`src/rtl/hand_packet_receiver.sv`:
```
// rtl/hand_packet_receiver.sv - 8N1 UART receiver and sync-framed hand coordinate packet decoder
//
// Purpose: deserializes the camera-2 hand-tracking byte stream, locks onto a
// 3x0xFF preamble and unpacks a 6-byte payload into four 12-bit coordinates.
//
// Ports:
//   clk_65mhz          system clock, rising edge
//   sys_rst            synchronous active-high reset
//   rx_in              asynchronous serial line, idle high
//   hand_x_left_top    last good packet, top x
//   hand_y_left_top    last good packet, top y
//   hand_x_left_bottom last good packet, bottom x
//   hand_y_left_bottom last good packet, bottom y
//   new_data_out       one-cycle strobe, coordinates just updated
//   frame_err_out      one-cycle strobe, stop-bit error or payload timeout
//   synced_out         high while the payload is being collected
module hand_packet_receiver #(
  parameter int CLKS_PER_BIT = 564,
  parameter int TIMEOUT_CLKS = 65000
) (
  input  logic        clk_65mhz,
  input  logic        sys_rst,
  input  logic        rx_in,
  output logic [11:0] hand_x_left_top,
  output logic [11:0] hand_y_left_top,
  output logic [11:0] hand_x_left_bottom,
  output logic [11:0] hand_y_left_bottom,
  output logic        new_data_out,
  output logic        frame_err_out,
  output logic        synced_out
);

  localparam int CNT_W = $clog2(CLKS_PER_BIT);
  localparam int GAP_W = $clog2(TIMEOUT_CLKS + 1);
  localparam logic [CNT_W-1:0] HALF_M1 = CNT_W'(CLKS_PER_BIT / 2 - 1);
  localparam logic [CNT_W-1:0] FULL_M1 = CNT_W'(CLKS_PER_BIT - 1);
  localparam logic [GAP_W-1:0] GAP_MAX = GAP_W'(TIMEOUT_CLKS);

  typedef enum logic [1:0] {RX_IDLE, RX_START, RX_DATA, RX_STOP} rx_state_t;
  typedef enum logic {HUNT, PAYLOAD} pkt_state_t;

  // Synchronizer; rx_prev is one more stage used only for falling-edge detect.
  logic rx_meta, rx_sync, rx_prev;

  always_ff @(posedge clk_65mhz) begin
    if (sys_rst) begin
      rx_meta <= 1'b1;
      rx_sync <= 1'b1;
      rx_prev <= 1'b1;
    end else begin
      rx_meta <= rx_in;
      rx_sync <= rx_meta;
      rx_prev <= rx_sync;
    end
  end

  rx_state_t        rx_state;
  logic [CNT_W-1:0] baud_cnt;
  logic [2:0]       bit_idx;
  logic [7:0]       shift_reg;
  logic [7:0]       byte_data;
  logic             byte_valid;
  logic             byte_err;

  always_ff @(posedge clk_65mhz) begin
    if (sys_rst) begin
      rx_state   <= RX_IDLE;
      baud_cnt   <= '0;
      bit_idx    <= '0;
      shift_reg  <= '0;
      byte_data  <= '0;
      byte_valid <= 1'b0;
      byte_err   <= 1'b0;
    end else begin
      byte_valid <= 1'b0;
      byte_err   <= 1'b0;
      case (rx_state)
        RX_IDLE: begin
          baud_cnt <= '0;
          // Edge, not level: a line stuck low after a bad stop bit never retriggers.
          if (rx_prev && !rx_sync) rx_state <= RX_START;
        end
        RX_START: begin
          if (baud_cnt == HALF_M1) begin
            baud_cnt <= '0;
            bit_idx  <= '0;
            rx_state <= rx_sync ? RX_IDLE : RX_DATA;
          end else begin
            baud_cnt <= baud_cnt + 1'b1;
          end
        end
        RX_DATA: begin
          if (baud_cnt == FULL_M1) begin
            baud_cnt  <= '0;
            shift_reg <= {rx_sync, shift_reg[7:1]};
            bit_idx   <= bit_idx + 3'd1;
            if (bit_idx == 3'd7) rx_state <= RX_STOP;
          end else begin
            baud_cnt <= baud_cnt + 1'b1;
          end
        end
        RX_STOP: begin
          if (baud_cnt == FULL_M1) begin
            baud_cnt <= '0;
            rx_state <= RX_IDLE;
            if (rx_sync) begin
              byte_valid <= 1'b1;
              byte_data  <= shift_reg;
            end else begin
              byte_err <= 1'b1;
            end
          end else begin
            baud_cnt <= baud_cnt + 1'b1;
          end
        end
        default: rx_state <= RX_IDLE;
      endcase
    end
  end

  pkt_state_t       pkt_state;
  logic [1:0]       ff_cnt;
  logic [2:0]       idx;
  logic [7:0]       pl [5];
  logic [GAP_W-1:0] gap_cnt;

  always_ff @(posedge clk_65mhz) begin
    if (sys_rst) begin
      pkt_state          <= HUNT;
      ff_cnt             <= '0;
      idx                <= '0;
      gap_cnt            <= '0;
      for (int i = 0; i < 5; i++) pl[i] <= '0;
      hand_x_left_top    <= '0;
      hand_y_left_top    <= '0;
      hand_x_left_bottom <= '0;
      hand_y_left_bottom <= '0;
      new_data_out       <= 1'b0;
      frame_err_out      <= 1'b0;
    end else begin
      new_data_out  <= 1'b0;
      frame_err_out <= 1'b0;
      if (byte_err) begin
        frame_err_out <= 1'b1;
        ff_cnt        <= '0;
        gap_cnt       <= '0;
        pkt_state     <= HUNT;
      end else begin
        case (pkt_state)
          HUNT: begin
            gap_cnt <= '0;
            if (byte_valid) begin
              if (byte_data == 8'hFF) begin
                if (ff_cnt != 2'd3) ff_cnt <= ff_cnt + 2'd1;
              end else if (ff_cnt == 2'd3) begin
                // Preamble is consumed here so an aborted payload must re-sync.
                pl[0]     <= byte_data;
                idx       <= 3'd1;
                ff_cnt    <= '0;
                pkt_state <= PAYLOAD;
              end else begin
                ff_cnt <= '0;
              end
            end
          end
          PAYLOAD: begin
            if (byte_valid) begin
              gap_cnt <= '0;
              if (idx == 3'd5) begin
                // Last byte is used straight from the receiver, not stored.
                hand_x_left_top    <= {pl[0], pl[2][7:4]};
                hand_y_left_top    <= {pl[2][3:0], pl[1]};
                hand_x_left_bottom <= {pl[3], byte_data[7:4]};
                hand_y_left_bottom <= {byte_data[3:0], pl[4]};
                new_data_out       <= 1'b1;
                ff_cnt             <= '0;
                pkt_state          <= HUNT;
              end else begin
                pl[idx] <= byte_data;
                idx     <= idx + 3'd1;
              end
            end else if (gap_cnt == GAP_MAX) begin
              frame_err_out <= 1'b1;
              ff_cnt        <= '0;
              gap_cnt       <= '0;
              pkt_state     <= HUNT;
            end else begin
              gap_cnt <= gap_cnt + 1'b1;
            end
          end
          default: pkt_state <= HUNT;
        endcase
      end
    end
  end

  assign synced_out = (pkt_state == PAYLOAD);

endmodule
```
`config.mk`:
```
export PLATFORM = sky130hd
export DESIGN_NAME = hand_packet_receiver
export DESIGN_NICKNAME = d
export VERILOG_FILES = /design/src/rtl/hand_packet_receiver.sv
export SDC_FILE = /design/constraint.sdc
export NUM_CORES = 1
export LEC_CHECK = 0
export ABC_AREA = 1
export BUFFER_PORTS_ARGS = -buffer_cell sky130_fd_sc_hd__buf_4
export CAP_MARGIN = 20
export CORE_MARGIN = 8
export CORE_UTILIZATION = 65
export CTS_BUF_LIST = sky130_fd_sc_hd__clkbuf_8
export DETAILED_ROUTE_END_ITERATION = 8
export MAX_ROUTING_LAYER = met4
export PLACE_DENSITY = 0.86
export SETUP_SLACK_MARGIN = 0.4
export SLEW_MARGIN = 20
export SYNTH_ARGS = -nofsm -noshare
export SYNTH_HDL_FRONTEND = slang
export SYNTH_SLANG_ARGS = --single-unit
export TNS_END_PERCENT = 30
```
`constraint.sdc`:
```
create_clock -name clk_65mhz -period 5.5 [get_ports clk_65mhz]
set_input_delay 0.275 -clock clk_65mhz [delete_from_list [all_inputs] [get_ports clk_65mhz]]
set_output_delay 0.275 -clock clk_65mhz [all_outputs]
set_load 0.01 [all_outputs]
```
==> metrics <==
status=complete, no violations; R2R depth=8; ANT cells=0; CP Capture Type=flip-flop; Crit Path Max Fanout=56; # fillers=627; Worst-Margin Slew=879.2 ps; chip height=111.4 um; largest net degree at the start of global routing=68; Num CTS Buffers=17; clk sink count=148; Yosys cell types=32; Hold Path End=rx_meta$_SDFF_PP1_; gpl congestion=0.9250; wire per inst=13.69 um; biggest regs=pl: 40 flops, gap_cnt: 16 flops; first-pass GRT wire length=20220 um; Final Max Slew Viols=0; worst hold path type=in2reg; sequential share of power=54.5%; top cells by area, synth=dfxtp_1, edfxtp_1, nor2_1, nand2_1, o21ai_0; initial antenna violation count=0; CTS tree=done; Post-DRT Antenna Nets=0; PwrDens=308.5 nW/um^2; H-tree levels=4; post-synth top area share=36.53%; period utilization=47.37%; clock latency on the worst-skew pair=430 ps; detailed-route DRC error count=0; Primary FF master, synth=dfxtp_1; Hold Path Stages=2; final setup vio count=0; P_leak=2.671 nW; Yosys warnings=0; Gate power share=1.4%; synthesis-stage register bit count=148; initial DRC count=342; average size of a mapped cell=8.383 sq um; fraction of registers with async set/reset=0%; WS Path Type=reg2reg; total global-route track usage=20.03%; maximum VDD drop=0.0001819 V; synth-to-layout area growth=14.33%; hold_ws=39.76 ps; Final Cell Area=6766 sq um; Worst setup SP type=flip-flop; drt total wl=12050 um; full die area=12410 sq um; Tmin final=2605 ps; DP HPWL=8408 um; Pwr Total=2.087 mW; RSZ-0062 raised after global routing=false; vias=4668; DIE WIDTH=111.4 um; I/O Pins=54; Setup Skew=14.60 ps; share of layout cells above drive strength 1=13.52%; CTS Root Cell=clkbuf_8; Reg area=3363 sq um; post-CTS setup buffers=0; Final Hold Fails=0; Vias/cell=5.305; sequential share of the synthesized area=56.83%; Max Cap Viol=0; max_slew headroom=41.38%; hold path startpoint=rx_in; reg2reg end=hand_x_left_bottom[1]$_SDFFE_PP0P_; CP arrival=2950 ps; most common cell in the netlist=nor2_1; PostCTS Resize Cnt=0; # port buffers=53; worst-case clock buffer depth=2; max reg flops=40; r2r setup slk=2890 ps; Syn Inst Count=706; area leader, netlist=dfxtp_1; Initial Util=65.60%; Clock power frac=44.1%; fin util=75.01%; Commonest cells post-synth=nor2_1, dfxtp_1, nand2_1, inv_1, o21ai_0; Rows=35; nets=768; P_sw=430.5 uW; Core ar.=9021 sq um; switching share of power=20.62%; Syn Nets=718; placed cell areas=6324 sq um; grt ovf=0; Fmax achieved=383.9 MHz; EDFF count, synth=40; clk slew on worst S/H paths=80 ps; setup TNS=0 ps; critical path required time=5850 ps; cts hold-fix bufs=0; worst r2r src=idx[1]$_SDFFE_PP0P_; DR pass1 iterations=5; Multi-input gate area=2183 sq um; Int Power=1.657 mW; synthesized area=5918 sq um; Most flops, register=pl; vias in the first global route=4493
==> final cells by class <==
type                       count  area share, %
timing repair buffer          53          5.880
clock inverter                13          2.681
inverter                      64          3.550
sequential                   148          49.70
clock buffer                  19          3.865
tap                          111          2.053
multi-input combinational    472          32.27
==> stage by stage <==
step           setup slack [ps]  cells
4_1_cts                    2911    880
2_1_floorplan              3723    706
3_5_place_dp               2884    848
3_3_place_gp               3053    848
6_report                   2895    880
5_1_grt                    2564    880
==> power groups by stage <==
stage / clock (mW) / combinational [mW] / sequential, mW
2_1_floorplan: 0 / 0.0238 / 1.16
3_3_place_gp: 0 / 0.0283 / 1.16
3_5_place_dp: 0 / 0.0298 / 1.16
4_1_cts: 0.927 / 0.0302 / 1.14
5_1_grt: 0.966 / 0.0342 / 1.14
6_report: 0.920 / 0.0300 / 1.14
==> per-layer routing <==
layer  GRT usage, %  up-vias  share of wire (%)  routed length, um
li1               -     2367                  -                  -
met1          22.01     2142                 42               5020
met2          33.74      138                 50               6014
met3          5.215       21                5.7                684
met4          8.444        0                2.7                329
met5              -        -                  0                  0
==> critical path, cell delays in order (launching register included) <==
cell and delay, ps:
dfxtp_1 350, inv_1 140, ha_1 170, nand2_1 80, inv_2 80, nand3_2 470, inv_2 860, o21ai_0 190
a21oi_1 180
==> logic make-up after synthesis <==
kind of cell               after synthesis  synth area share, %
and+or+nand+nor                        361                25.62
DFF                                    148                56.83
AOI/OAI and AO/OA                       92                7.886
buffers and inverters                   86                6.279
xor gates and xnor gates                10                1.480
adders and majority gates                9                1.903
==> cell usage in the layout, fill, tap and decap left out, drive strengths merged <==
cell	Yosys	final
o21bai	1	1
clkinv	0	3
buf	12	53
inv	64	67
nor2	194	194
clkinvlp	0	3
clkbuf	10	19
o21ai	58	58
ha	9	9
xor2	7	7
nand4	12	12
xnor2	3	3
nand3	29	29
bufinv	0	4
a21oi	33	33
and2	1	1
nand2	110	110
nor3	8	8
nor4	1	1
or2	4	4
dfxtp	108	108
nand3b	1	1
nor3b	1	1
edfxtp	40	40
==> worst max path at each step <==
stage | from | cells after the start | endpoint | slack (ps)
detailed placement | idx[1]$_SDFFE_PP0P_ | 8 | hand_x_left_bottom[3]$_SDFFE_PP0P_ | 2880
global placement | sys_rst | 6 | pl[3][5]$_SDFFCE_PN0P_ | 3050
CTS | idx[1]$_SDFFE_PP0P_ | 8 | hand_y_left_bottom[11]$_SDFFE_PP0P_ | 2910
floorplan | idx[1]$_SDFFE_PP0P_ | 7 | pl[4][0]$_SDFFCE_PN0P_ | 3720
finish | idx[1]$_SDFFE_PP0P_ | 8 | hand_x_left_bottom[1]$_SDFFE_PP0P_ | 2890
global route | idx[1]$_SDFFE_PP0P_ | 8 | hand_y_left_bottom[10]$_SDFFE_PP0P_ | 2560
Note: power is estimated with default switching activity, not from simulation.
